==> config.mk <==
export PLATFORM = sky130hd
export DESIGN_NAME = redmule_mesh_stdio_mon
export DESIGN_NICKNAME = d
export VERILOG_FILES = /design/src/rtl/redmule_mesh_stdio_mon.sv
export SDC_FILE = /design/constraint.sdc
export NUM_CORES = 1
export LEC_CHECK = 0
export ABC_AREA = 1
export BUFFER_PORTS_ARGS = -buffer_cell sky130_fd_sc_hd__clkbuf_2
export CORE_MARGIN = 10
export CORE_UTILIZATION = 55
export DETAILED_ROUTE_END_ITERATION = 10
export GPL_TIMING_DRIVEN = 0
export PLACE_DENSITY_LB_ADDON = 0.1
export SKIP_CTS_REPAIR_TIMING = 1
export SLEW_MARGIN = 40
export SYNTH_ARGS = -nofsm -noshare
export SYNTH_HDL_FRONTEND = slang
export SYNTH_SLANG_ARGS = --single-unit
==> constraint.sdc <==
create_clock -name clk_i -period 6.1 [get_ports clk_i]
set_input_delay 0.305 -clock clk_i [delete_from_list [all_inputs] [get_ports clk_i]]
set_output_delay 0.305 -clock clk_i [all_outputs]
set_load 0.02 [all_outputs]
==> src/rtl/redmule_mesh_stdio_mon.sv <==
// ----------------------------------------------------------------------------
// redmule_mesh_stdio_mon
//
// Passive AXI write monitor that sits on the L2 side of the tiles-to-L2 AXI
// multiplexer, next to the L2 simulation memory. It never drives a ready; it
// only watches AW and W handshakes.
//
// Every AW handshake is queued in order. The W tracker takes beat 0 of each
// burst and looks at the queued AW to decide what the beat means:
//   - STDOUT burst: the first enabled byte becomes a character on the
//     output stream, tagged with the writer's AXI ID.
//   - STDERR burst: the first enabled byte is latched as the exit code.
//   - anything else: ignored.
//
// Ports
//   clk_i, rst_i            clock, asynchronous active-high reset
//   aw_valid_i/aw_ready_i   observed AW handshake
//   aw_addr_i/id_i/len_i    observed AW payload
//   w_valid_i/w_ready_i     observed W handshake
//   w_data_i/strb_i/last_i  observed W payload
//   char_valid_o/ready_i    character stream handshake (valid/ready)
//   char_data_o/id_o/eol_o  character byte, writer ID, byte == 0x0A
//   err_valid_o/err_code_o  sticky "exit code seen" flag and last exit code
//   drop_cnt_o              saturating count of characters lost to a full FIFO
//   aw_overflow_o           sticky: AW seen while the AW queue was full
//   w_orphan_o              sticky: W seen with no AW to pair it with
// ----------------------------------------------------------------------------
module redmule_mesh_stdio_mon #(
    parameter int                ADDR_W      = 32,
    parameter int                DATA_W      = 32,
    parameter int                ID_W        = 4,
    parameter int                AW_DEPTH    = 8,
    parameter int                OUT_DEPTH   = 16,
    parameter logic [ADDR_W-1:0] STDERR_ADDR = 32'h2FFF_0000,
    parameter logic [ADDR_W-1:0] STDOUT_ADDR = 32'h2FFF_0004
) (
    input  logic              clk_i,
    input  logic              rst_i,
    input  logic              aw_valid_i,
    input  logic              aw_ready_i,
    input  logic [ADDR_W-1:0] aw_addr_i,
    input  logic [ID_W-1:0]   aw_id_i,
    input  logic [7:0]        aw_len_i,
    input  logic              w_valid_i,
    input  logic              w_ready_i,
    input  logic [DATA_W-1:0] w_data_i,
    input  logic [DATA_W/8-1:0] w_strb_i,
    input  logic              w_last_i,
    output logic              char_valid_o,
    input  logic              char_ready_i,
    output logic [7:0]        char_data_o,
    output logic [ID_W-1:0]   char_id_o,
    output logic              char_eol_o,
    output logic              err_valid_o,
    output logic [7:0]        err_code_o,
    output logic [15:0]       drop_cnt_o,
    output logic              aw_overflow_o,
    output logic              w_orphan_o
);

    localparam int STRB_W = DATA_W / 8;
    localparam int AW_PW  = $clog2(AW_DEPTH);
    localparam int OUT_PW = $clog2(OUT_DEPTH);
    localparam logic [AW_PW:0]  AW_FULL_CNT  = (AW_PW + 1)'(AW_DEPTH);
    localparam logic [OUT_PW:0] OUT_FULL_CNT = (OUT_PW + 1)'(OUT_DEPTH);

    localparam logic [1:0] CLS_OTHER  = 2'd0;
    localparam logic [1:0] CLS_STDOUT = 2'd1;
    localparam logic [1:0] CLS_STDERR = 2'd2;

    typedef enum logic {
        W_FIRST,
        W_REST
    } w_state_t;

    w_state_t r_state, w_state_next;

    // ------------------------------------------------------------------
    // Handshakes and address classification
    // ------------------------------------------------------------------
    logic       w_aw_hs, w_w_hs;
    logic [1:0] w_in_cls;

    assign w_aw_hs  = aw_valid_i & aw_ready_i;
    assign w_w_hs   = w_valid_i & w_ready_i;
    assign w_in_cls = (aw_addr_i == STDOUT_ADDR) ? CLS_STDOUT :
                      (aw_addr_i == STDERR_ADDR) ? CLS_STDERR : CLS_OTHER;

    // ------------------------------------------------------------------
    // Outstanding-AW queue
    // ------------------------------------------------------------------
    logic [1:0]       r_aw_cls [AW_DEPTH];
    logic [ID_W-1:0]  r_aw_id  [AW_DEPTH];
    logic [7:0]       r_aw_len [AW_DEPTH];
    logic [AW_PW-1:0] r_aw_wr_ptr, r_aw_rd_ptr;
    logic [AW_PW:0]   r_aw_cnt;

    logic w_aw_empty, w_aw_full;
    logic w_aw_pop, w_aw_push, w_aw_push_req, w_aw_ovf;
    logic w_beat0, w_bypass, w_orphan;

    assign w_aw_empty = (r_aw_cnt == '0);
    assign w_aw_full  = (r_aw_cnt == AW_FULL_CNT);

    // Beat 0 needs either a queued AW or one arriving in the same cycle.
    assign w_beat0  = (r_state == W_FIRST) & w_w_hs & (!w_aw_empty | w_aw_hs);
    assign w_bypass = (r_state == W_FIRST) & w_w_hs & w_aw_empty & w_aw_hs;
    assign w_orphan = (r_state == W_FIRST) & w_w_hs & w_aw_empty & !w_aw_hs;

    // The head is retired on the last beat of its burst; a bypassed
    // single-beat burst never enters the queue at all.
    assign w_aw_pop      = w_w_hs & w_last_i & !w_aw_empty;
    assign w_aw_push_req = w_aw_hs & !(w_bypass & w_last_i);
    assign w_aw_ovf      = w_aw_push_req & w_aw_full & !w_aw_pop;
    assign w_aw_push     = w_aw_push_req & !w_aw_ovf;

    // Burst boundaries come from w_last; the queued length is kept with the
    // entry but nothing downstream consumes it.
    logic w_unused_len;
    assign w_unused_len = ^{aw_len_i, r_aw_len[r_aw_rd_ptr]};

    always_ff @(posedge clk_i) begin
        if (w_aw_push) begin
            r_aw_cls[r_aw_wr_ptr] <= w_in_cls;
            r_aw_id[r_aw_wr_ptr]  <= aw_id_i;
            r_aw_len[r_aw_wr_ptr] <= aw_len_i;
        end
    end

    always_ff @(posedge clk_i or posedge rst_i) begin
        if (rst_i) begin
            r_aw_wr_ptr <= '0;
            r_aw_rd_ptr <= '0;
            r_aw_cnt    <= '0;
        end else begin
            if (w_aw_push) r_aw_wr_ptr <= r_aw_wr_ptr + 1'b1;
            if (w_aw_pop)  r_aw_rd_ptr <= r_aw_rd_ptr + 1'b1;
            case ({w_aw_push, w_aw_pop})
                2'b10:   r_aw_cnt <= r_aw_cnt + 1'b1;
                2'b01:   r_aw_cnt <= r_aw_cnt - 1'b1;
                default: r_aw_cnt <= r_aw_cnt;
            endcase
        end
    end

    // ------------------------------------------------------------------
    // W tracker FSM
    // ------------------------------------------------------------------
    always_ff @(posedge clk_i or posedge rst_i) begin
        if (rst_i) r_state <= W_FIRST;
        else       r_state <= w_state_next;
    end

    always_comb begin
        w_state_next = r_state;
        case (r_state)
            W_FIRST: if (w_beat0 && !w_last_i) w_state_next = W_REST;
            W_REST:  if (w_w_hs && w_last_i)   w_state_next = W_FIRST;
            default: w_state_next = W_FIRST;
        endcase
    end

    // ------------------------------------------------------------------
    // Character extraction from beat 0
    // ------------------------------------------------------------------
    logic [1:0]      w_cur_cls;
    logic [ID_W-1:0] w_cur_id;
    logic [7:0]      w_lane [STRB_W];
    logic [7:0]      w_sel_byte;
    logic            w_sel_found;
    logic            w_char_ok;

    // A queued AW is always older than one arriving now, so it wins.
    assign w_cur_cls = w_aw_empty ? w_in_cls : r_aw_cls[r_aw_rd_ptr];
    assign w_cur_id  = w_aw_empty ? aw_id_i  : r_aw_id[r_aw_rd_ptr];

    genvar gi;
    generate
        for (gi = 0; gi < STRB_W; gi++) begin : g_lane
            assign w_lane[gi] = w_data_i[gi*8 +: 8];
        end
    endgenerate

    // Scan from the top lane down so the lowest enabled lane is what remains.
    always_comb begin
        w_sel_byte  = 8'h00;
        w_sel_found = 1'b0;
        for (int i = STRB_W - 1; i >= 0; i--) begin
            if (w_strb_i[i]) begin
                w_sel_byte  = w_lane[i];
                w_sel_found = 1'b1;
            end
        end
    end

    assign w_char_ok = w_beat0 & w_sel_found & (w_sel_byte != 8'h00);

    // ------------------------------------------------------------------
    // Character output FIFO
    // ------------------------------------------------------------------
    logic [7:0]        r_out_data [OUT_DEPTH];
    logic [ID_W-1:0]   r_out_id   [OUT_DEPTH];
    logic              r_out_eol  [OUT_DEPTH];
    logic [OUT_PW-1:0] r_out_wr_ptr, r_out_rd_ptr;
    logic [OUT_PW:0]   r_out_cnt;

    logic w_out_push_req, w_out_push, w_out_pop, w_out_drop, w_out_valid;

    assign w_out_valid    = (r_out_cnt != '0);
    assign w_out_pop      = w_out_valid & char_ready_i;
    assign w_out_push_req = w_char_ok & (w_cur_cls == CLS_STDOUT);
    // A pop in the same cycle frees the slot, so a full FIFO only drops
    // when the consumer is not taking a character.
    assign w_out_drop     = w_out_push_req & (r_out_cnt == OUT_FULL_CNT) & !w_out_pop;
    assign w_out_push     = w_out_push_req & !w_out_drop;

    always_ff @(posedge clk_i) begin
        if (w_out_push) begin
            r_out_data[r_out_wr_ptr] <= w_sel_byte;
            r_out_id[r_out_wr_ptr]   <= w_cur_id;
            r_out_eol[r_out_wr_ptr]  <= (w_sel_byte == 8'h0A);
        end
    end

    always_ff @(posedge clk_i or posedge rst_i) begin
        if (rst_i) begin
            r_out_wr_ptr <= '0;
            r_out_rd_ptr <= '0;
            r_out_cnt    <= '0;
        end else begin
            if (w_out_push) r_out_wr_ptr <= r_out_wr_ptr + 1'b1;
            if (w_out_pop)  r_out_rd_ptr <= r_out_rd_ptr + 1'b1;
            case ({w_out_push, w_out_pop})
                2'b10:   r_out_cnt <= r_out_cnt + 1'b1;
                2'b01:   r_out_cnt <= r_out_cnt - 1'b1;
                default: r_out_cnt <= r_out_cnt;
            endcase
        end
    end

    // Storage is not reset, so the payload is masked while nothing is valid.
    assign char_valid_o = w_out_valid;
    assign char_data_o  = w_out_valid ? r_out_data[r_out_rd_ptr] : 8'h00;
    assign char_id_o    = w_out_valid ? r_out_id[r_out_rd_ptr]   : '0;
    assign char_eol_o   = w_out_valid & r_out_eol[r_out_rd_ptr];

    // ------------------------------------------------------------------
    // Exit code and status
    // ------------------------------------------------------------------
    logic        r_err_valid;
    logic [7:0]  r_err_code;
    logic [15:0] r_drop_cnt;
    logic        r_aw_overflow;
    logic        r_w_orphan;

    always_ff @(posedge clk_i or posedge rst_i) begin
        if (rst_i) begin
            r_err_valid   <= 1'b0;
            r_err_code    <= 8'h00;
            r_drop_cnt    <= 16'h0000;
            r_aw_overflow <= 1'b0;
            r_w_orphan    <= 1'b0;
        end else begin
            if (w_char_ok && (w_cur_cls == CLS_STDERR)) begin
                r_err_valid <= 1'b1;
                r_err_code  <= w_sel_byte;
            end
            if (w_out_drop && (r_drop_cnt != 16'hFFFF)) r_drop_cnt <= r_drop_cnt + 16'd1;
            if (w_aw_ovf) r_aw_overflow <= 1'b1;
            if (w_orphan) r_w_orphan    <= 1'b1;
        end
    end

    assign err_valid_o   = r_err_valid;
    assign err_code_o    = r_err_code;
    assign drop_cnt_o    = r_drop_cnt;
    assign aw_overflow_o = r_aw_overflow;
    assign w_orphan_o    = r_w_orphan;

endmodule

== Word level (Yosys, flattened, before mapping) ==
Memories as Yosys holds them, arrays and structs flattened.
Index checks and enable logic that the tools add are counted.
Storage, ports and cells
  output and inout port bits: 41
  memory bits (writable): 256
  word-level logic and storage cells: 102
  memories: 5
  flip-flop bits (word level): 51
Memory list
  r_out_data: words 16, width 8, rd ports 1, clocked after Yosys merged registers in 0, write ports 1, RTL line 201  | logic [7:0] r_out_data [OUT_DEPTH];
  r_out_id: words 16, width 4, rd ports 1, clocked after Yosys merged registers in 0, write ports 1, RTL line 202  | logic [ID_W-1:0] r_out_id [OUT_DEPTH];
  r_aw_id: words 8, width 4, rd ports 1, clocked after Yosys merged registers in 0, write ports 1, RTL line 93  | logic [ID_W-1:0] r_aw_id [AW_DEPTH];
  r_aw_cls: words 8, width 2, rd ports 1, clocked after Yosys merged registers in 0, write ports 1, RTL line 92  | logic [1:0] r_aw_cls [AW_DEPTH];
  r_out_eol: words 16, width 1, rd ports 1, clocked after Yosys merged registers in 0, write ports 1, RTL line 203  | logic r_out_eol [OUT_DEPTH];
Operators by class
  mux-type cells: 23
  add/subtract/negate cells: 9
  equality and inequality tests: 12
  bitwise operators: 24
  reductions and logical operators: 17
Operator list (count)
  $eq 32x30->1 const B: 2
  $mux 8: 5
  $and 1x1->1: 22
  $add 16x1->16 const B: 1
  $ne 16x16->1 const B: 1
  $add 4x1->4 const B: 3
  $mux 1: 10
  $pmux 5 s2: 1
  $eq 8x4->1 const B: 1
  $logic_not 1->1: 8
  $mux 4: 2
  $pmux 4 s2: 1
  $reduce_bool 8->1: 1
  $add 3x1->3 const B: 2
  $eq 2x1->1 const B: 3
  $eq 2x2->1 const B: 3
  $mux 2: 3
  $add 5x1->5 const B: 1
  $eq 5x5->1 const B: 1
  $reduce_bool 5->1: 1
  $sub 5x1->5 const B: 1
  $eq 4x4->1 const B: 1
  $logic_and 1x1->1: 4
  $logic_not 4->1: 1
  other kinds (5): 6

== Depth between registers and ports, before layout ==
Gate-level depths: netlist (run 1).
  depth in word-level cells: 13
  mapped depth: 21
  gate-level depth less buffers: 21

== Least setup slack after synthesis (run 1) ==
No wires, ideal clock.
  kind: input -> register
  start point: input port w_strb_i[0]
  end point: memory r_out_data[11][0], enable pin
  required time: 5.718 ns
  path slack: 3.445 ns
  stages on the path: 13
  library setup time: 0.382 ns
  path buffers: 2
  arrival: 2.272 ns
  path through: buf_2 > buf_4 > nor2_1 > nand2_1 > nand2_1 > nor2_1 > nand2_1 > nor2_2 > nor2_4 > nand3_1 > clkinv_1 > nand3_1 > nor2_1
On the way
  word-level cells in the longest chain between the ends: 10
  elaborated cells between the ends (all ways): 12
  classes of those cells: mux: 4; bitwise: 6; reduce/logical: 2
Ends and longest elaborated chain
  start: declaration: RTL line 47  | input logic [DATA_W/8-1:0] w_strb_i,
  $mux 8 *: RTL line 189  | if (w_strb_i[i]) begin
  named net w_sel_byte[2]: RTL line 169  | logic [7:0] w_sel_byte;
  $reduce_bool 8->1 *: RTL line 196  | assign w_char_ok = w_beat0 & w_sel_found & (w_sel_byte != 8'h00);
  $and 1x1->1 *: RTL line 196
  $and 1x1->1 *: RTL line 211  | assign w_out_push_req = w_char_ok & (w_cur_cls == CLS_STDOUT);
  $and 1x1->1 (2 in a row): RTL line 214  | assign w_out_drop = w_out_push_req & (r_out_cnt == OUT_FULL_CNT) & !w_out_pop;
  $logic_not 1->1: RTL line 215  | assign w_out_push = w_out_push_req & !w_out_drop;
  $and 1x1->1 *: RTL line 215
  $mux 1 *: RTL line 218  | if (w_out_push) begin
  $mux 1 (not written as such) *: RTL line 219  | r_out_data[r_out_wr_ptr] <= w_sel_byte;
  end: declaration: RTL line 201
Mark *: on every way through the listed nets, which the timed path passes. The rest lies on a longest branch.

== Final worst setup path (run 1) ==
  start point: register r_out_rd_ptr[0]
  end point: output port char_data_o[7]
On the way
  word-level cells in the longest chain between the ends: 2
Ends and longest elaborated chain
  start: declaration: RTL line 204  | logic [OUT_PW-1:0] r_out_wr_ptr, r_out_rd_ptr;
  start signal: assignment: RTL line 232  | if (w_out_pop) r_out_rd_ptr <= r_out_rd_ptr + 1'b1;
  $mem_v2 16x8
  $mux 8: RTL line 243  | assign char_data_o = w_out_valid ? r_out_data[r_out_rd_ptr] : 8'h00;
  end: declaration: RTL line 51  | output logic [7:0] char_data_o,
Every way passes these cells.

==> metrics.md, run 1 <==
| Metric | Value |
|---|---|
| Rel. slew slack | 0.419 |
| Cell depth of the worst flop-to-flop path | 11 |
| Sequential area share after synthesis | 0.667 |
| Most Frequent Cell on Critical Path | clkbuf_1 |
| Clk pin slew, worst setup/hold paths | 0.06 ns |
| Worst setup SP type | flop |
| Pint | 4.32 mW |
| Vias/cell | 5.69 |
| Final #Nets | 1474 |
| Worst EP required | 5.79 ns |
| Syn_nets | 1321 |
| P_leak | 5.89 nW |
| Yosys reg bits | 307 |
| Dpl cells | 1661 |
| FP Rows | 57 |
| First-pass GRT wire length | 53900 um |
| Share of layout cells above drive strength 1 | 0.152 |
| Endpoint class of the critical path | primary output |
| Post-synth ARST share | 0.166 |
| Drt pass-1 iters | 5 |
| Worst Hold Depth | 1 |
| Initial antenna violation count | 0 |
| Vias in the first global route | 9835 |
| Synthesized area | 0.0134 mm^2 |
| CTS Sinks | 307 |
| Largest stage delay, worst path | 0.50 ns |
| CTS buffer count | 31 |
| Slew @ Worst Pin | 0.871 ns |
| Sw Share | 0.385 |
| GRT Total Usage | 0.221 |
| Post-synth EDFFs | 256 |
| DR vias | 9772 |
| Port-buffer cells | 117 |
| Kind of critical path | flop to primary output |
| Max frequency | 0.269 GHz |
| Clk_lat worst skew | 0.55 ns |
| Initial Util | 0.556 |
| Slew Viols, Final | 0 |
| Avg Inst Size Synth | 11.0 um^2 |
| Post-DP HPWL | 24000 um |
| Setup TNS | 0 ns |
| Switching pwr | 2.70 mW |
| CP cell instances | clkbuf_1 > inv_1 > clkbuf_1 > clkbuf_1 > nor2_1 > o221ai_1 > nand3_1 > a21oi_1 > clkbuf_2 |
| Delay-heaviest family, CP | buffers and inverters |
| Remaining global-route overflow | 0 |
| DRT iter0 DRCs | 904 |
| Final period utilization | 0.610 |
| Post-synth cell types | 40 |
| Seq pwr share | 0.381 |
| Largest net degree at the start of global routing | 42 |
| Ys Warns | 0 |
| IR drop worst, VDD | 0.335 mV |
| RSZ-0062 raised after global routing | false |
| Ant diodes | 0 |
| Clock Tree Buf Depth | 3 |
| Minimum clock period | 3.72 ns |
| Syn Inst Count | 1218 |
| PnR Total Power | 7.02 mW |
| Core region area | 0.0242 mm^2 |
| Routed WL per cell | 20.4 um |
| Clock power share | 0.254 |
| Cell Count, Final, Fillers Out | 1717 |
| H-Tree Depth | 1 |
| Crit. path cell count | 9 |
| Post-route ant nets | 0 |
| Layout Skew | 0.0144 ns |
| Root Driver | clkbuf_16 |
| CP Max Fanout | 10 |
| Max_cap viols | 0 |
| DIE AREA | 0.0311 mm^2 |
| Power density over the cells | 452 mW/mm^2 |
| Area delta synth->final | 15.4% |
| Bufs and invs on worst path | 5 |
| DIE WIDTH | 176 um |
| Combinational Power Share | 0.365 |
| Outcome | finished clean |
| CTS tree | done |
| DRC | 0 |
| Critical Path AT | 3.42 ns |
| Final Hold Viols | 0 |
| Slowest CP cell | clkbuf_1 |
| Post-synth top flop | edfxtp_1 |
| IO Pins | 129 |
| Setup-failing EPs final | 0 |
| HP Class | primary input to flop |
| Die Y | 176 um |
| RD Place Congestion | 0.926 |
| Final Routed Wirelength | 35000 um |
-- flip-flops by register name, summed over array words and instances (netlist names), 5 cells and up --
register,flops
r_out_cnt,5
drop_cnt_o,16
r_out_id,64
r_aw_id,32
r_out_eol,16
err_code_o,8
r_aw_cls,16
r_out_data,128
-- layer usage --
layer | global-route usage | share of wire
met1 | 0.293 | 0.42
met2 | 0.361 | 0.47
met3 | 0.0423 | 0.079
met4 | 0.0764 | 0.028
met5 | 0 | 0
-- worst register-to-register path, stage by stage, from the launching register on --
cell and delay, ns:
dfrtp_1 0.48, inv_1 0.31, nor2_1 0.09, o21ai_1 0.08
nand3_1 0.09, nand3_1 0.09, nand2_2 0.10, nor2_4 0.17
nand3_1 0.20, clkinv_1 0.20, nand2_1 0.25, nor2_2 0.74
-- cell usage after synthesis (2+ instances only) --
cell,n,area (um^2)
a21oi_1,26,130
nand3_1,71,355
buf_6,5,56.3
fa_1,2,40.0
buf_2,4,20.0
xnor2_1,6,52.6
clkinv_1,2,7.51
clkbuf_1,44,165
nand2_1,190,713
o221ai_1,48,420
nor2_4,3,33.8
inv_2,3,11.3
o21ai_1,7,35.0
o22ai_1,12,75.1
nand3_2,2,20.0
nor2_1,218,818
buf_4,4,30.0
inv_1,53,199
xor2_1,21,184
nor3_1,7,35.0
o21ai_0,141,706
nor4_1,6,37.5
ha_1,13,163
nand2_2,2,12.5
dfrtp_1,51,1280
nand4_1,7,43.8
edfxtp_1,256,7690
nand2_4,2,22.5
-- cells by family after synthesis --
| family | after synthesis | synth area share |
|---|---|---|
| AO/OA/AOI/OAI | 238 | 0.104 |
| XOR/XNOR | 27 | 0.0176 |
| adder cells (fa/ha/maj) | 15 | 0.0151 |
| buffers and inverters | 117 | 0.0372 |
| flip-flops | 307 | 0.667 |
| AND/OR/NAND/NOR | 514 | 0.160 |
-- metrics by stage --
step | area (um^2) | setup slack [ns] | utilization | hold slack [ns]
final | 15500 | 2.38 | 0.642 | 0.0698
after CTS | 15500 | 2.35 | 0.641 | -0.363
after floorplan | 13400 | 3.45 | - | 0.404
after global placement | 14400 | 2.11 | 0.597 | 0.442
after global routing | 15500 | 2.19 | 0.642 | 0.0664
after detailed placement | 14500 | 2.39 | 0.602 | 0.216
-- power groups by stage --
stage | logic, mW | registers (mW) | clock network [mW]
floorplan | 1.57 | 2.72 | 0
global placement | 2.44 | 2.71 | 0
detailed placement | 2.53 | 2.71 | 0
CTS | 2.54 | 2.67 | 1.80
global route | 2.81 | 2.69 | 1.88
finish | 2.56 | 2.68 | 1.78
-- cells in the final DEF (no fill, tap or decap), types with 5 or more instances in the layout --
| cell type | netlist | final |
|---|---|---|
| xor2_1 | 21 | 21 |
| nor2_2 | 1 | 8 |
| nor3_1 | 7 | 5 |
| o22ai_1 | 12 | 12 |
| buf_6 | 5 | 5 |
| clkinv_2 | 0 | 5 |
| dfrtp_1 | 51 | 51 |
| nor2_4 | 3 | 12 |
| nor2_1 | 218 | 202 |
| nand2_1 | 190 | 187 |
| nor4_1 | 6 | 6 |
| clkbuf_2 | 1 | 118 |
| nand2_2 | 2 | 5 |
| clkinv_1 | 2 | 7 |
| clkbuf_16 | 0 | 31 |
| clkbuf_1 | 44 | 54 |
| o21ai_1 | 7 | 7 |
| xnor2_1 | 6 | 6 |
| o21ai_0 | 141 | 141 |
| inv_1 | 53 | 52 |
| ha_1 | 13 | 13 |
| nand3_1 | 71 | 71 |
| o221ai_1 | 48 | 48 |
| nand4_1 | 7 | 7 |
| a21oi_1 | 26 | 26 |
| edfxtp_1 | 256 | 256 |
| buf_2 | 4 | 5 |
-- worst paths after layout --
kind / start / end / slack [ns]
worst max-delay path: r_out_rd_ptr[0] / char_data_o[7] / 2.38
worst min-delay path: aw_id_i[0] / r_aw_id[4][0] / 0.07
worst max register to register: r_aw_rd_ptr[1] / r_out_data[12][4] / 2.91
worst min register to register: err_valid_o / err_valid_o / 0.47
max in group asynchronous: rst_i / r_aw_wr_ptr[2] / 5.43
min in group asynchronous: rst_i / drop_cnt_o[0] / 0.20
-- layout make-up --
type                       instances  area (um^2)
fill                            1874         8660
clock buffer                      43          841
timing repair buffer             120          621
sequential                       307         8960
multi-input combinational        794         4080
clock inverter                    12          104
buffer                            58          277
tap                              324          405
inverter                          59          226
Power figures use the tool's default switching activity.
==> run 2, diff against run 1 <==
--- a/config.mk
+++ b/config.mk
@@ -5,10 +5,10 @@
 export SDC_FILE = /design/constraint.sdc
 export NUM_CORES = 1
 export LEC_CHECK = 0
-export ABC_AREA = 1
+export ABC_AREA = 0
 export BUFFER_PORTS_ARGS = -buffer_cell sky130_fd_sc_hd__clkbuf_2
 export CORE_MARGIN = 10
-export CORE_UTILIZATION = 55
+export CORE_UTILIZATION = 53
 export DETAILED_ROUTE_END_ITERATION = 10
 export GPL_TIMING_DRIVEN = 0
 export PLACE_DENSITY_LB_ADDON = 0.1
==> constraint.sdc (replaced) <==
create_clock -name clk_i -period 3.35 [get_ports clk_i]
set_input_delay 0.1675 -clock clk_i [delete_from_list [all_inputs] [get_ports clk_i]]
set_output_delay 0.1675 -clock clk_i [all_outputs]
set_load 0.02 [all_outputs]
==> metrics.md, run 2 <==
| Metric | Value |
|---|---|
| Vias/cell | 5.84 (was 5.69) |
| Yosys reg bits | 307 (unchanged) |
| RD Place Congestion | 0.856 (was 0.926) |
| Slowest CP cell | mux4_2 (was clkbuf_1) |
| Combinational Power Share | 0.315 (was 0.365) |
| Root Driver | clkbuf_16 (unchanged) |
| Avg Inst Size Synth | 18.3 um^2 (was 11.0 um^2) |
| Layout Skew | 0.0119 ns (was 0.0144 ns) |
| RSZ-0062 raised after global routing | false (unchanged) |
| Area delta synth->final | 17.7% (was 15.4%) |
| FF-to-FF setup slack | 0.22 ns (was 2.91 ns) |
| Max_cap viols | 0 (unchanged) |
| Final Routed Wirelength | 28200 um (was 35000 um) |
| Largest regs | r_out_data x128, r_out_id x64, r_aw_id x32 (unchanged) |
| First-pass GRT wire length | 43800 um (was 53900 um) |
| Synth cell count leaders | edfxtp_1, mux4_2, dfrtp_1 (was edfxtp_1, nor2_1, nand2_1) |
| Syn Inst Count | 694 (was 1218) |
| Synth top area share | 0.605 (was 0.572) |
| DR vias | 7044 (was 9772) |
| Delay-heaviest family, CP | buffers and inverters (unchanged) |
| Sequential area share after synthesis | 0.705 (was 0.667) |
| Largest stage delay, worst path | 0.53 ns (was 0.50 ns) |
| Worst setup SP type | flop (unchanged) |
| Highest-count cells in the layout ignoring fill and taps | edfxtp_1, clkbuf_2, mux4_2 (was edfxtp_1, nor2_1, nand2_1) |
| CP cell instances | clkbuf_1 > clkbuf_2 > mux4_2 > mux4_2 > and2_1 > clkbuf_2 (was clkbuf_1 > inv_1 > clkbuf_1 > clkbuf_1 > nor2_1 > o221ai_1 > nand3_1 > a21oi_1 > clkbuf_2) |
| Worst setup margin | 0.158 ns (was 2.38 ns) |
| Drt pass-1 iters | 4 (was 5) |
| Outcome | finished clean (unchanged) |
| Commonest non-fill, non-tap cell in the layout | edfxtp_1 (unchanged) |
| IO Pins | 129 (unchanged) |
| CTS Sinks | 307 (unchanged) |
| Post-route ant nets | 0 (unchanged) |
| Critical Path AT | 3.02 ns (was 3.42 ns) |
| DRC | 0 (unchanged) |
| Final period utilization | 0.953 |
| Setup-failing EPs final | 0 (unchanged) |
| DRT iter0 DRCs | 575 (was 904) |
| Synth top area cells | edfxtp_1, mux4_2, dfrtp_1 (was edfxtp_1, dfrtp_1, nor2_1) |
| Layout Utilization | 0.635 (was 0.642) |
| H-Tree Depth | 1 (unchanged) |
| Clk pin slew, worst setup/hold paths | 0.06 ns (about the same) |
| Core region area | 0.0235 mm^2 (was 0.0242 mm^2) |
| Area leader, netlist | edfxtp_1 (unchanged) |
| Seq pwr share | 0.414 (was 0.381) |
| Post-DP HPWL | 19300 um (was 24000 um) |
| Endpoint class of the critical path | primary output (unchanged) |
| Final #Nets | 966 (was 1474) |
| Power density over the cells | 790 mW/mm^2 (was 452 mW/mm^2) |
| HP Class | primary input to flop (unchanged) |
| Initial Util | 0.540 (was 0.556) |
| Bufs and invs on worst path | 3 (was 5) |
| Ant diodes | 0 (unchanged) |
| GRT Total Usage | 0.184 (was 0.221) |
| CTS buffer count | 30 (was 31) |
| Max frequency | 0.313 GHz |
| Vias in the first global route | 7622 (was 9835) |
| Worst EP required | 3.18 ns (was 5.79 ns) |
| Post-Place Setup Slack | -0.534 ns (was 2.39 ns) |
| Count leader, synth | edfxtp_1 (unchanged) |
| Largest net degree at the start of global routing | 30 (was 42) |
| Switching pwr | 3.62 mW (was 2.70 mW) |
| Ys Warns | 0 (unchanged) |
| Kind of critical path | flop to primary output (unchanged) |
| Clock Tree Buf Depth | 3 (unchanged) |
| Post-synth ARST share | 0.166 (unchanged) |
| FP Rows | 56 (was 57) |
| Clk_lat worst skew | 0.55 ns (about the same) |
| CP Max Fanout | 10 (unchanged) |
| Syn_nets | 797 (was 1321) |
| Post-synth cell types | 50 (was 40) |
| Routed WL per cell | 23.3 um (was 20.4 um) |
| IR drop worst, VDD | 0.449 mV (was 0.335 mV) |
| Biggest register | r_out_data (unchanged) |
| Minimum clock period | 3.19 ns |
| Post-synth top flop | edfxtp_1 (unchanged) |
| Max FFs per register | 128 (unchanged) |
| Clock power share | 0.270 (was 0.254) |
| Slew Viols, Final | 0 (unchanged) |
| Sw Share | 0.307 (was 0.385) |
| Post-synth EDFFs | 256 (unchanged) |
| CTS tree | done (unchanged) |
| Share of layout cells above drive strength 1 | 0.373 (was 0.152) |
| Pint | 8.19 mW (was 4.32 mW) |
| Final Hold Viols | 0 (unchanged) |
| Slew @ Worst Pin | 0.807 ns (was 0.871 ns) |
| PnR Total Power | 11.8 mW (was 7.02 mW) |
| DIE WIDTH | 175 um (was 176 um) |
| Synthesized area | 0.0127 mm^2 (was 0.0134 mm^2) |
| Die Y | 175 um (was 176 um) |
| P_leak | 5.42 nW (was 5.89 nW) |
| Port-buffer cells | 120 (was 117) |
| Hold WS | 0.0326 ns (was 0.0698 ns) |
| DIE AREA | 0.0306 mm^2 (was 0.0311 mm^2) |
| Remaining global-route overflow | 0 (unchanged) |
| Initial antenna violation count | 0 (unchanged) |
| Rel. slew slack | 0.462 (was 0.419) |
[run 2: cell count changes in the layout (fill, tap and decap cells not counted), moves of 11 or more]
| cell | previous run | this run |
|---|---|---|
| a21oi_1 | 26 | 8 |
| and2_1 | 0 | 17 |
| and3_2 | 0 | 15 |
| clkbuf_1 | 54 | 18 |
| inv_1 | 52 | 12 |
| mux4_2 | 0 | 77 |
| nand2_1 | 187 | 36 |
| nand3_1 | 71 | 7 |
| nor2_1 | 202 | 17 |
| nor2_4 | 12 | 0 |
| o21ai_0 | 141 | 1 |
| o221ai_1 | 48 | 0 |
| xnor2_1 | 6 | 22 |
| xor2_1 | 21 | 10 |
[run 2: power by group through the flow]
stage	Clock [mW]	Sequential [mW]	Combinational, mW
after global routing	3.41	4.92	4.04
after global placement	0	4.92	3.49
after detailed placement	0	4.93	3.72
final	3.19	4.89	3.73
after floorplan	0	4.95	2.48
after CTS	3.24	4.86	3.72
[run 2: final timing paths]
| check | start | endpoint | cells past startpoint |
|---|---|---|---|
| setup / recovery | r_out_rd_ptr[1] | char_data_o[3] | 6 |
| hold / removal | char_ready_i | r_out_rd_ptr[0] | 3 |
| setup reg to reg | r_aw_rd_ptr[1] | r_out_id[5][0] | 7 |
| hold reg to reg | w_orphan_o | w_orphan_o | 1 |
| max in group asynchronous | rst_i | r_out_rd_ptr[3] | 4 |
| min in group asynchronous | rst_i | err_code_o[0] | 3 |
[run 2: worst min-delay path, stage by stage]
cell and delay (ns):
clkbuf_2 0.10, nand2_1 0.18, xnor2_1 0.09
[run 2: cell families (layout without fill, tap and decap cells)]
family,Yosys count,after routing,synth area share
flip-flops,307,307,0.705
XOR/XNOR,32,32,0.0221
AND/OR/NAND/NOR,157,157,0.0653
AO/OA/AOI/OAI,47,47,0.0258
buffers and inverters,41,234,0.0130
adder cells (fa/ha/maj),15,15,0.0160
multiplexers,95,95,0.152
[run 2: per-stage QoR]
| step | instance area [um^2] | cells | TNS, ns |
|---|---|---|---|
| floorplan | 12700 | 694 | 0 |
| global placement | 13700 | 1133 | -87.38 |
| detailed placement | 13900 | 1140 | -86.06 |
| CTS | 14800 | 1196 | -91.76 |
| global route | 15000 | 1206 | 0 |
| finish | 15000 | 1206 | 0 |
[run 2: final cells by class]
cell class                 count  area [um^2]
clock inverter                17          150
inverter                      14         55.1
multi-input combinational    346         3690
clock buffer                  39          785
timing repair buffer         138          763
buffer                        26          141
fill                        1668         8590
sequential                   307         8970
tap                          319          399
[run 2: metal layers]
layer  share of wire  vias to the layer above  routed length [um]  global-route usage
met1            0.42                     3593               11800               0.244
met4           0.016                        0                 444              0.0399
met3           0.073                       39                2070              0.0397
met5               0                        -                   0                   0
met2            0.49                      287               13900               0.308
li1                -                     3125                   -                   -
==> run 3, diff against run 2 <==
--- a/config.mk
+++ b/config.mk
@@ -6,7 +6,7 @@
 export NUM_CORES = 1
 export LEC_CHECK = 0
 export ABC_AREA = 0
-export BUFFER_PORTS_ARGS = -buffer_cell sky130_fd_sc_hd__clkbuf_2
+export BUFFER_PORTS_ARGS = -buffer_cell sky130_fd_sc_hd__buf_2
 export CORE_MARGIN = 10
 export CORE_UTILIZATION = 53
 export DETAILED_ROUTE_END_ITERATION = 10
==> metrics.md, run 3 (same netlist as run 2, synthesis figures left out) <==
| Metric | Value |
|---|---|
| Combinational Power Share | 0.316 (was 0.315) |
| Post-route ant nets | 0 (unchanged) |
| Commonest non-fill, non-tap cell in the layout | edfxtp_1 (unchanged) |
| Slew @ Worst Pin | 0.781 ns (was 0.807 ns) |
| WHS Endpoint | w_orphan_o (was r_out_rd_ptr[0]) |
| Dpl cells | 1140 (unchanged) |
| Initial Util | 0.540 (unchanged) |
| First-pass GRT wire length | 44600 um (was 43800 um) |
| Worst Hold Depth | 3 (unchanged) |
| Post-Layout Inst Area | 0.0150 mm^2 (about the same) |
| IO Pins | 129 (unchanged) |
| Die Y | 175 um (unchanged) |
| Post-Place Setup Slack | -0.540 ns (was -0.534 ns) |
| CP Max Fanout | 10 (unchanged) |
| Routed WL per cell | 24.0 um (was 23.3 um) |
| CTS tree | done (unchanged) |
| IR drop worst, VDD | 0.412 mV (was 0.449 mV) |
| Biggest register | r_out_data (unchanged) |
| Seq pwr share | 0.412 (was 0.414) |
| Final Routed Wirelength | 28800 um (was 28200 um) |
| Core region area | 0.0235 mm^2 (unchanged) |
| DIE WIDTH | 175 um (unchanged) |
| CTS Sinks | 307 (unchanged) |
| DP Area | 0.0139 mm^2 (unchanged) |
| Critical path startpoint | r_out_rd_ptr[1] (unchanged) |
| DIE AREA | 0.0306 mm^2 (unchanged) |
| Vias/cell | 5.92 (was 5.84) |
| Port-buffer cells | 120 (unchanged) |
| Remaining global-route overflow | 0 (unchanged) |
| DRT iter0 DRCs | 564 (was 575) |
| Largest net degree at the start of global routing | 32 (was 30) |
| Final #Nets | 964 (was 966) |
| Clk pin slew, worst setup/hold paths | 0.06 ns (about the same) |
| P_leak | 5.42 nW (about the same) |
| FF-to-FF setup slack | 0.17 ns (was 0.22 ns) |
| Highest-count cells in the layout ignoring fill and taps | edfxtp_1, buf_2, mux4_2 (was edfxtp_1, clkbuf_2, mux4_2) |
| DRC | 0 (unchanged) |
| Worst EP required | 3.18 ns (about the same) |
| Max FFs per register | 128 (unchanged) |
| Outcome | finished clean (unchanged) |
| Switching pwr | 3.65 mW (was 3.62 mW) |
| Slew Viols, Final | 0 (unchanged) |
| CTS buffer count | 29 (was 30) |
| Final period utilization | 0.954 (was 0.953) |
| Pint | 8.25 mW (was 8.19 mW) |
| HP Class | primary input to flop (unchanged) |
| Minimum clock period | 3.20 ns (was 3.19 ns) |
| H-Tree Depth | 1 (unchanged) |
| Sw Share | 0.307 (about the same) |
| Worst setup margin | 0.153 ns (was 0.158 ns) |
| Storage cell area | 0.00897 mm^2 (unchanged) |
| Cell depth of the worst flop-to-flop path | 14 (was 7) |
| Ant diodes | 0 (unchanged) |
| Multi-input logic area | 0.00369 mm^2 (about the same) |
| Layout Utilization | 0.636 (was 0.635) |
| Max_cap viols | 0 (unchanged) |
| GRT Total Usage | 0.187 (was 0.184) |
| RD Place Congestion | 0.847 (was 0.856) |
| Initial antenna violation count | 0 (unchanged) |
| Rel. slew slack | 0.480 (was 0.462) |
| Clock power share | 0.272 (was 0.270) |
| Area delta synth->final | 17.8% (was 17.7%) |
| Endpoint class of the critical path | primary output (unchanged) |
| DR vias | 7122 (was 7044) |
| Filler cells | 1733 (was 1668) |
| Crit Reg-Reg Startpoint | r_aw_rd_ptr[1] (unchanged) |
| Hold WS | 0.0177 ns (was 0.0326 ns) |
| Post-DP HPWL | 19600 um (was 19300 um) |
| Hold Path Origin | aw_ready_i (was char_ready_i) |
| Layout Skew | 0.0133 ns (was 0.0119 ns) |
| Power density over the cells | 796 mW/mm^2 (was 790 mW/mm^2) |
| FP Rows | 56 (unchanged) |
| Setup-failing EPs final | 0 (unchanged) |
| Cell Count, Final, Fillers Out | 1203 (was 1206) |
| Critical Path AT | 3.03 ns (was 3.02 ns) |
| Drt pass-1 iters | 5 (was 4) |
| Vias in the first global route | 7725 (was 7622) |
| Capturing point of the worst reg2reg path | r_out_cnt[4] (was r_out_id[5][0]) |
| Max frequency | 0.313 GHz (about the same) |
| Clk_lat worst skew | 0.55 ns (about the same) |
| Worst setup SP type | flop (unchanged) |
| Clock Tree Buf Depth | 3 (unchanged) |
| Kind of critical path | flop to primary output (unchanged) |
| Share of layout cells above drive strength 1 | 0.374 (was 0.373) |
| Final Hold Viols | 0 (unchanged) |
| Root Driver | clkbuf_16 (unchanged) |
| Largest regs | r_out_data x128, r_out_id x64, r_aw_id x32 (unchanged) |
run 3: cell count changes in the layout (fill, tap and decap cells not counted), moves of 2 or more:
cell        change
buf_2         +122
clkbuf_2      -120
clkbuf_8        +5
clkinvlp_4      -2
clkinv_2        -2
clkbuf_4        -2
clkbuf_1        -2
run 3: power groups by stage:
stage / registers [mW] / logic [mW] / clock network, mW
after floorplan: 4.95 / 2.48 / 0
after global placement: 4.91 / 3.49 / 0
after detailed placement: 4.94 / 3.74 / 0
after CTS: 4.87 / 3.75 / 3.28
after global routing: 4.93 / 4.06 / 3.43
final: 4.90 / 3.76 / 3.24
run 3: layout make-up:
class | instances | area share
Clock buffer | 41 | 0.0548
Timing Repair Buffer | 137 | 0.0505
Inverter | 14 | 0.00368
Clock inverter | 13 | 0.00895
Tap cell | 319 | 0.0267
Buffer | 26 | 0.00936
Multi-Input combinational cell | 346 | 0.247
Sequential cell | 307 | 0.599
run 3: stage by stage:
stage	setup TNS [ns]	total power, mW
after global placement	-89.08	8.41
after detailed placement	-87.80	8.68
final	0	11.9
after floorplan	0	7.43
after global routing	-0.0465	12.4
after CTS	-93.69	11.9
run 3: worst max-delay path: stages (launching register included):
cell and delay, ns:
dfrtp_1 0.36, clkbuf_1 0.45, clkbuf_2 0.46, mux4_2 0.37
mux4_2 0.51, and2_1 0.17, buf_2 0.15
run 3: worst max-delay path by stage:
stage	to	cells past startpoint
after detailed placement	r_out_id[3][1]	9
after CTS	r_out_data[3][1]	9
final	char_data_o[3]	6
after global routing	r_out_cnt[4]	14
after global placement	r_out_id[3][1]	9
after floorplan	r_out_data[3][0]	9
run 3: routing by layer:
metal	GRT usage	up-vias	routed length (um)
li1	-	3133	-
met1	0.245	3685	12200
met2	0.314	271	14400
met3	0.0416	33	1860
met4	0.0396	0	405
met5	0	-	0
